[src/rtl/avalon_arbiter_pkg.sv]
// avalon_arbiter_pkg
//   Shared types for the two-master Avalon-MM arbiter: bus widths, the
//   arbiter FSM state enum and the 1-bit master index.
//   No ports (package).
package avalon_arbiter_pkg;

  localparam int ADDR_W = 32;
  localparam int DATA_W = 32;
  localparam int BE_W   = DATA_W / 8;

  typedef enum logic [1:0] {
    IDLE   = 2'd0,
    GRANT0 = 2'd1,
    GRANT1 = 2'd2
  } arb_state_t;

  // 0 = master 0 (instruction port), 1 = master 1 (data port)
  typedef logic master_idx_t;

  // GRANT state that belongs to a given master index.
  function automatic arb_state_t grant_state(master_idx_t m);
    return m ? GRANT1 : GRANT0;
  endfunction

endpackage

[src/rtl/avalon_arbiter_if.sv]
// avalon_arbiter_if
//   One Avalon-MM link (address, byte lanes, read/write strobes, data,
//   waitrequest, readdata).
//   Modports:
//     master : the side that issues transfers (drives address/read/write...)
//     slave  : the side that answers (drives waitrequest/readdata)
interface avalon_arbiter_if;
  import avalon_arbiter_pkg::*;

  logic [ADDR_W-1:0] address;
  logic [BE_W-1:0]   byteenable;
  logic              read;
  logic              write;
  logic [DATA_W-1:0] writedata;
  logic              waitrequest;
  logic [DATA_W-1:0] readdata;

  modport master (
    output address, byteenable, read, write, writedata,
    input  waitrequest, readdata
  );

  modport slave (
    input  address, byteenable, read, write, writedata,
    output waitrequest, readdata
  );

endinterface

[src/rtl/avalon_rr_select.sv]
// avalon_rr_select
//   Two-way round-robin pick used when the arbiter is idle.
//   Ports:
//     req[1:0]   : request vector, bit n = master n requesting
//     last_grant : master that received the most recent grant
//     winner     : master to grant next (don't-care when req == 0)
module avalon_rr_select
  import avalon_arbiter_pkg::*;
(
  input  logic [1:0]  req,
  input  master_idx_t last_grant,
  output master_idx_t winner
);

  always_comb begin
    winner = 1'b0;
    case (req)
      2'b01:   winner = 1'b0;
      2'b10:   winner = 1'b1;
      // Contention: whoever did not win last time goes next.
      2'b11:   winner = ~last_grant;
      default: winner = 1'b0;
    endcase
  end

endmodule

[src/rtl/avalon_arbiter.sv]
// avalon_arbiter
//   Arbitrates two Avalon-MM masters onto one shared RAM slave.
//   A grant is decided in IDLE and held until the granted master completes
//   (request with s_waitrequest low) or drops its request; the FSM then
//   returns to IDLE for one cycle before the next grant.
//   Parameters:
//     FIRST_PRIORITY : master that wins the first contended request after reset
//   Ports:
//     clk   : clock, all state on its rising edge
//     reset : asynchronous, active-high
//     m0    : master 0 (instruction port), arbiter is its slave
//     m1    : master 1 (data port), arbiter is its slave
//     s     : link to the shared RAM, arbiter is its master
module avalon_arbiter
  import avalon_arbiter_pkg::*;
#(
  parameter int FIRST_PRIORITY = 0
) (
  input  logic            clk,
  input  logic            reset,
  avalon_arbiter_if.slave  m0,
  avalon_arbiter_if.slave  m1,
  avalon_arbiter_if.master s
);

  // Reset value of last_grant is the *other* master, so FIRST_PRIORITY wins
  // the first contended arbitration.
  localparam master_idx_t LAST_GRANT_RST = (FIRST_PRIORITY == 0) ? 1'b1 : 1'b0;

  arb_state_t  state_reg, state_next;
  master_idx_t last_grant_reg, last_grant_next;
  master_idx_t winner;
  logic [1:0]  req;

  assign req = {m1.read | m1.write, m0.read | m0.write};

  avalon_rr_select u_rr_select (
    .req        (req),
    .last_grant (last_grant_reg),
    .winner     (winner)
  );

  always_ff @(posedge clk or posedge reset) begin
    if (reset) begin
      state_reg      <= IDLE;
      last_grant_reg <= LAST_GRANT_RST;
    end else begin
      state_reg      <= state_next;
      last_grant_reg <= last_grant_next;
    end
  end

  // Read data is broadcast; only the granted master treats it as valid.
  assign m0.readdata = s.readdata;
  assign m1.readdata = s.readdata;

  always_comb begin
    state_next      = state_reg;
    last_grant_next = last_grant_reg;
    s.address       = '0;
    s.byteenable    = '0;
    s.read          = 1'b0;
    s.write         = 1'b0;
    s.writedata     = '0;
    m0.waitrequest  = 1'b1;
    m1.waitrequest  = 1'b1;

    case (state_reg)
      IDLE: begin
        if (|req) begin
          state_next      = grant_state(winner);
          last_grant_next = winner;
        end
      end

      GRANT0: begin
        s.address      = m0.address;
        s.byteenable   = m0.byteenable;
        s.read         = m0.read;
        s.write        = m0.write;
        s.writedata    = m0.writedata;
        m0.waitrequest = s.waitrequest;
        // Completion or abandoned request both release the slave.
        if (!req[0] || !s.waitrequest) begin
          state_next = IDLE;
        end
      end

      GRANT1: begin
        s.address      = m1.address;
        s.byteenable   = m1.byteenable;
        s.read         = m1.read;
        s.write        = m1.write;
        s.writedata    = m1.writedata;
        m1.waitrequest = s.waitrequest;
        if (!req[1] || !s.waitrequest) begin
          state_next = IDLE;
        end
      end

      default: state_next = IDLE;
    endcase
  end

endmodule

[src/flat_wrapper.sv]
// flat-port wrapper written by rule: the top's interface ports become plain ports
module avalon_arbiter_flat import avalon_arbiter_pkg::*;
#(
  parameter int FIRST_PRIORITY = 0
)
  (clk, reset, m0_address, m0_byteenable, m0_read, m0_write, m0_writedata, m0_waitrequest, m0_readdata, m1_address, m1_byteenable, m1_read, m1_write, m1_writedata, m1_waitrequest, m1_readdata, s_address, s_byteenable, s_read, s_write, s_writedata, s_waitrequest, s_readdata);
  avalon_arbiter_if m0_i ();
  avalon_arbiter_if m1_i ();
  avalon_arbiter_if s_i ();
  input  logic clk;
  input  logic reset;
  input wire logic [$bits(m0_i.address)-1:0] m0_address;
  input wire logic [$bits(m0_i.byteenable)-1:0] m0_byteenable;
  input wire logic [$bits(m0_i.read)-1:0] m0_read;
  input wire logic [$bits(m0_i.write)-1:0] m0_write;
  input wire logic [$bits(m0_i.writedata)-1:0] m0_writedata;
  output wire logic [$bits(m0_i.waitrequest)-1:0] m0_waitrequest;
  output wire logic [$bits(m0_i.readdata)-1:0] m0_readdata;
  input wire logic [$bits(m1_i.address)-1:0] m1_address;
  input wire logic [$bits(m1_i.byteenable)-1:0] m1_byteenable;
  input wire logic [$bits(m1_i.read)-1:0] m1_read;
  input wire logic [$bits(m1_i.write)-1:0] m1_write;
  input wire logic [$bits(m1_i.writedata)-1:0] m1_writedata;
  output wire logic [$bits(m1_i.waitrequest)-1:0] m1_waitrequest;
  output wire logic [$bits(m1_i.readdata)-1:0] m1_readdata;
  output wire logic [$bits(s_i.address)-1:0] s_address;
  output wire logic [$bits(s_i.byteenable)-1:0] s_byteenable;
  output wire logic [$bits(s_i.read)-1:0] s_read;
  output wire logic [$bits(s_i.write)-1:0] s_write;
  output wire logic [$bits(s_i.writedata)-1:0] s_writedata;
  input wire logic [$bits(s_i.waitrequest)-1:0] s_waitrequest;
  input wire logic [$bits(s_i.readdata)-1:0] s_readdata;
  assign m0_i.address = m0_address;
  assign m0_i.byteenable = m0_byteenable;
  assign m0_i.read = m0_read;
  assign m0_i.write = m0_write;
  assign m0_i.writedata = m0_writedata;
  assign m0_waitrequest = m0_i.waitrequest;
  assign m0_readdata = m0_i.readdata;
  assign m1_i.address = m1_address;
  assign m1_i.byteenable = m1_byteenable;
  assign m1_i.read = m1_read;
  assign m1_i.write = m1_write;
  assign m1_i.writedata = m1_writedata;
  assign m1_waitrequest = m1_i.waitrequest;
  assign m1_readdata = m1_i.readdata;
  assign s_address = s_i.address;
  assign s_byteenable = s_i.byteenable;
  assign s_read = s_i.read;
  assign s_write = s_i.write;
  assign s_writedata = s_i.writedata;
  assign s_i.waitrequest = s_waitrequest;
  assign s_i.readdata = s_readdata;
  avalon_arbiter #(.FIRST_PRIORITY(FIRST_PRIORITY)) u_core (.clk(clk), .reset(reset), .m0(m0_i), .m1(m1_i), .s(s_i));
endmodule
[config.mk]
export PLATFORM = sky130hd
export DESIGN_NAME = avalon_arbiter_flat
export DESIGN_NICKNAME = d
export VERILOG_FILES = /design/src/rtl/avalon_arbiter_pkg.sv /design/src/rtl/avalon_arbiter_if.sv /design/src/rtl/avalon_rr_select.sv /design/src/rtl/avalon_arbiter.sv /design/src/flat_wrapper.sv
export SDC_FILE = /design/constraint.sdc
export NUM_CORES = 1
export LEC_CHECK = 0
export ABC_AREA = 1
export CAP_MARGIN = 10
export CORE_AREA = 5 5 119 121
export CTS_CLUSTER_SIZE = 8
export DETAILED_ROUTE_END_ITERATION = 10
export DIE_AREA = 0 0 124 126
export REMOVE_ABC_BUFFERS = 1
export SLEW_MARGIN = 20
export SYNTH_ARGS = -nofsm -noshare
export SYNTH_HDL_FRONTEND = slang
export SYNTH_SLANG_ARGS = --single-unit
[constraint.sdc]
create_clock -name clk -period 1.7 [get_ports clk]
set_input_delay 0.17 -clock clk [delete_from_list [all_inputs] [get_ports clk]]
set_output_delay 0.17 -clock clk [all_outputs]
set_load 0.01 [all_outputs]
Yosys cells after proc, flatten, opt, wreduce, memory -nomap -nowiden
Cells that the tools add are included.
- mux-type cells: 13
- bitwise gates (word level): 3
- reductions and logical operators: 9
- eq/ne operators: 7
- operators by type and width (kind ; count):
    $pmux W32 S2 ; 2
    $mux W2 ; 4
    $pmux W4 S2 ; 1
    $eq A2 B2 Y1 const B ; 3
    $ne A2 B1 Y1 const B ; 3
    $pmux W1 S2 ; 3
    $pmux W2 S3 ; 1
    $logic_not A1 Y1 ; 3
    $reduce_and A3 Y1 ; 1
    $eq A2 B1 Y1 const B ; 1
    $logic_not A2 Y1 ; 1
    $logic_or A1 B1 Y1 ; 2
    $mux W1 ; 2
    $or A1 B1 Y1 ; 2
    $reduce_and A2 Y1 ; 1
    $reduce_or A2 Y1 ; 1
    $not A1 Y1 ; 1
- bits in registers: 3
- logic and storage cells: 34
- output and inout bits: 136

Logic depth before layout (Yosys ltp)
Gate-level depths: netlist of the first run.
- depth in word-level cells: 6
- mapped depth: 8
- gate-level depth less buffers: 7

Hierarchy
Synthesis of the first run repeated with hierarchy kept, for this count alone.
- cell total of the unflattened synthesis: 339
- area total of the unflattened synthesis: 1826.8 sq um
- by module, submodules not included (module ; instances ; area an instance (sq um) ; cells an instance):
    avalon_arbiter ; 1 ; 1814.2 ; 337
    avalon_rr_select ; 1 ; 12.5 ; 2

Worst setup path after synthesis of the first run
Ideal clock, no wire load.
- path kind: register -> output
- start point: register u_core.state_reg[0]
- end point: output port s_address[10]
- setup slack: 0.373 ns
- stages on the path, launching flop included: 6
- arrival time: 1.157 ns
- cell sequence: dfrtp_1 > inv_1 > ha_1 > inv_2 > clkbuf_1 > a21oi_1
- cells in the longest elaborated chain, start to end: 2
- RTL lines (element ; RTL line ; source):
    start: declaration ; avalon_arbiter.sv:30 ; arb_state_t state_reg, state_next;
    start signal: assignment ; avalon_arbiter.sv:48 ; state_reg <= state_next;
    $eq A2 B2 Y1 or $eq A2 B1 Y1 (tied branches) ; avalon_arbiter.sv:68 ; case (state_reg)
    $pmux W32 S2 (*) ; avalon_arbiter.sv:68 ;
    end: declaration ; flat_wrapper.sv:26 ; output wire logic [$bits(s_i.address)-1:0] s_address;
Mark *: on every way between the ends. The rest lies on a longest branch, timed or not.

Worst setup path in the final report of the first run
- start point: register u_core.state_reg[0]
- end point: output port s_address[17]
Same word-level chain as after synthesis.

==> metrics.yaml, run 1 <==
outcome: "finished with violations"
violations: "negative setup slack"
finalCriticalPeriod_ns: 1.78
ant_nets: 0
hp-class: "primary input to asynchronous set/reset pin"
routed_wl_microns: 14200
power_frac_clock_pct: 6.5
yosysTopAreaCellShare_pct: 31.1
yosys-top-cells-area: "nand2_1 31%, buf_4 26%, a21oi_1 19%"
fin_cells: 690
drive_gt1_share_pct: 42.4
yosysWarnings: 0
relSlewSlack_pct: 87.1
overflow: 0
clk_latency_ns: 0.23
grt_pass1_vias: 2834
setup_viol_count_final: 34
seq_power_share_pct: 2.4
synth_top_cell_by_area: "nand2_1"
leakagePower_uw: 0.00184
syn_area_sq_mm: 0.00185
ys_seq_elements: 3
grt_max_degree: 35
clock_sinks: 3
die-width_microns: 124
grt.total_usage_pct: 14.2
htreeDepth: 1
firstDrtPassIters: 6
cts_hold_buf: 0
drtIter0Drc: 85
cp-start-kind: "register"
critPathMaxFanout: 5
synth_cell_types: 17
start_util_pct: 14.2
worstPathArrival_ns: 1.61
io_pins: 311
fillers: 1419
drv_slew: 0
diodes: 0
avgSynthCellArea_sq_um: 5.45
core_sq_mm: 0.0130
end_kind: "output port"
rrSetupSlack_ns: 0.11
numPortBuffers: 214
p_sw_uw: 2890
wl_per_cell_microns: 20.5
area_delta_synth_final_pct: 135
die_h_microns: 126
vias: 3000
cts_root_buf: "clkbuf_16"
path_clk_slew_ns: 0.03
viasPerCell: 4.35
nNetsFinal: 693
fmax_mhz: 562
die-area_sq_mm: 0.0156
cts_buffers: 3
cts_tree: "yes"
fin_ws_ns: -0.0804
p_comb_share_pct: 91.1
largest_reg_flops: 2
holdWs_ns: 0.114
rsz0062_at_grt: "true"
clockBufferDepth: 2
finalHoldViolCount: 0
fin_crit_sh_pct: 105
pwr_density_cell_mw_per_mm2: 1340
grt_pass1_wl_microns: 16800
ys_seq_area_share_pct: 4.13
internal-power_uw: 2930
worstPathRequired_ns: 1.53
finalWeightedCongestion: 0.764
num_rows: 42
cap_viol_max_count: 0
dp_hpwl_microns: 9660
switching_share_pct: 49.6
max-vdd-ir-drop_mv: 0.501
dp_cells: 658
drc_errors: 0
worst_pin_slew_ns: 0.194
antenna_found_initial: 0
worstSetupPathType: "register to output port"
synth_cells: 339
finalClockSkew_ns: 0.000974
==> worst max-delay path, cell delays in order, from the launching register on <==
cell,delay (ns)
dfrtp_1,0.40
inv_2,0.11
ha_4,0.23
buf_6,0.15
clkbuf_16,0.14
nand2_1,0.07
a21oi_2,0.13
buf_2,0.14
==> path summary, 6_finish.rpt <==
check | cells past startpoint | from | end
max | 7 | u_core.state_reg[0]$_DFFE_PP0P_ | s_address[17]
min | 2 | reset | u_core.state_reg[1]$_DFFE_PP0P_
max reg2reg | 10 | u_core.state_reg[0]$_DFFE_PP0P_ | u_core.state_reg[1]$_DFFE_PP0P_
min reg2reg | 2 | u_core.last_grant_reg$_DFFE_PP1P_ | u_core.last_grant_reg$_DFFE_PP1P_
max in group asynchronous | 2 | reset | u_core.last_grant_reg$_DFFE_PP1P_
min in group clk | 0 | s_readdata[28] | m0_readdata[28]
==> layer usage <==
layer  part of all wire, %  GRT usage, %
met5                  0.39          4.61
met4                  0.42          1.22
met3                    16          12.0
met2                    44          20.3
met1                    39          16.7
==> synthesized netlist by cell type (all sizes together) <==
master  number
a21oi       71
buf         79
clkbuf       8
dfrtp        2
dfstp        1
ha           3
inv         11
nand2      153
nand3        6
nor2         3
o21ai        1
o21bai       1
==> placed cells by master (no fill, tap or decap), types with 8 or more instances in the layout <==
master,instances
a21oi_1,14
a21oi_2,55
buf_2,67
buf_4,17
buf_6,11
clkbuf_16,11
clkdlybuf4s50_1,142
inv_1,8
nand2_1,118
nand2_2,18
nand2_4,17
==> per-stage QoR <==
stage	instance area, sq um	setup TNS, ns	total power (uW)	util, %	setup slack, ns
CTS	3660	-1.62	4330	28.2	-0.167
global placement	3700	-15.52	3800	28.5	-0.332
floorplan	1150	-41.45	1670	-	-0.653
finish	4350	-1.01	5820	33.5	-0.0804
detailed placement	3700	-16.53	3830	28.5	-0.327
global route	4350	-4.67	6220	33.5	-0.130
==> cell families after synthesis <==
logic type / count (synthesis) / synth area share [%]
flops: 3 / 4.13
simple gates: 162 / 33.3
fa+ha+maj: 3 / 2.03
compound gates: 73 / 20.3
buf+inv: 98 / 40.2
==> cell type report <==
cell class	instances	area (sq um)	area share [%]
multi-input cells	238	1460	33.6
inverters	11	48.8	1.12
flip-flops and latches	3	76.3	1.76
clock buffers	4	78.8	1.81
repair buffers	258	2460	56.6
well taps	176	220	5.07
==> power groups by stage <==
stage                     clock network [uW]  registers (uW)  logic (uW)
after floorplan                            0             130        1540
after global placement                     0             133        3660
after detailed placement                   0             135        3690
after CTS                                388             136        3810
after global routing                     390             140        5690
final                                    379             138        5310
==> repair_timing <==
| item | in CTS | in global routing |
|---|---|---|
| gates cloned | 3 | 12 |
| pin swaps | 7 | 38 |
| resized for setup | 295 | 129 |
| endpoints found under the setup margin | 72 | 69 |
| setup buffers | 4 | 10 |
Power figures use the tool's default switching activity.
==> run 2, diff against run 1 <==
--- a/config.mk
+++ b/config.mk
@@ -6,7 +6,7 @@
 export NUM_CORES = 1
 export LEC_CHECK = 0
 export ABC_AREA = 1
-export CAP_MARGIN = 10
+export CAP_MARGIN = 20
 export CORE_AREA = 5 5 119 121
 export CTS_CLUSTER_SIZE = 8
 export DETAILED_ROUTE_END_ITERATION = 10
==> results of run 2 <==
No change in the layout: final DEF, timing and power equal those of run 1.
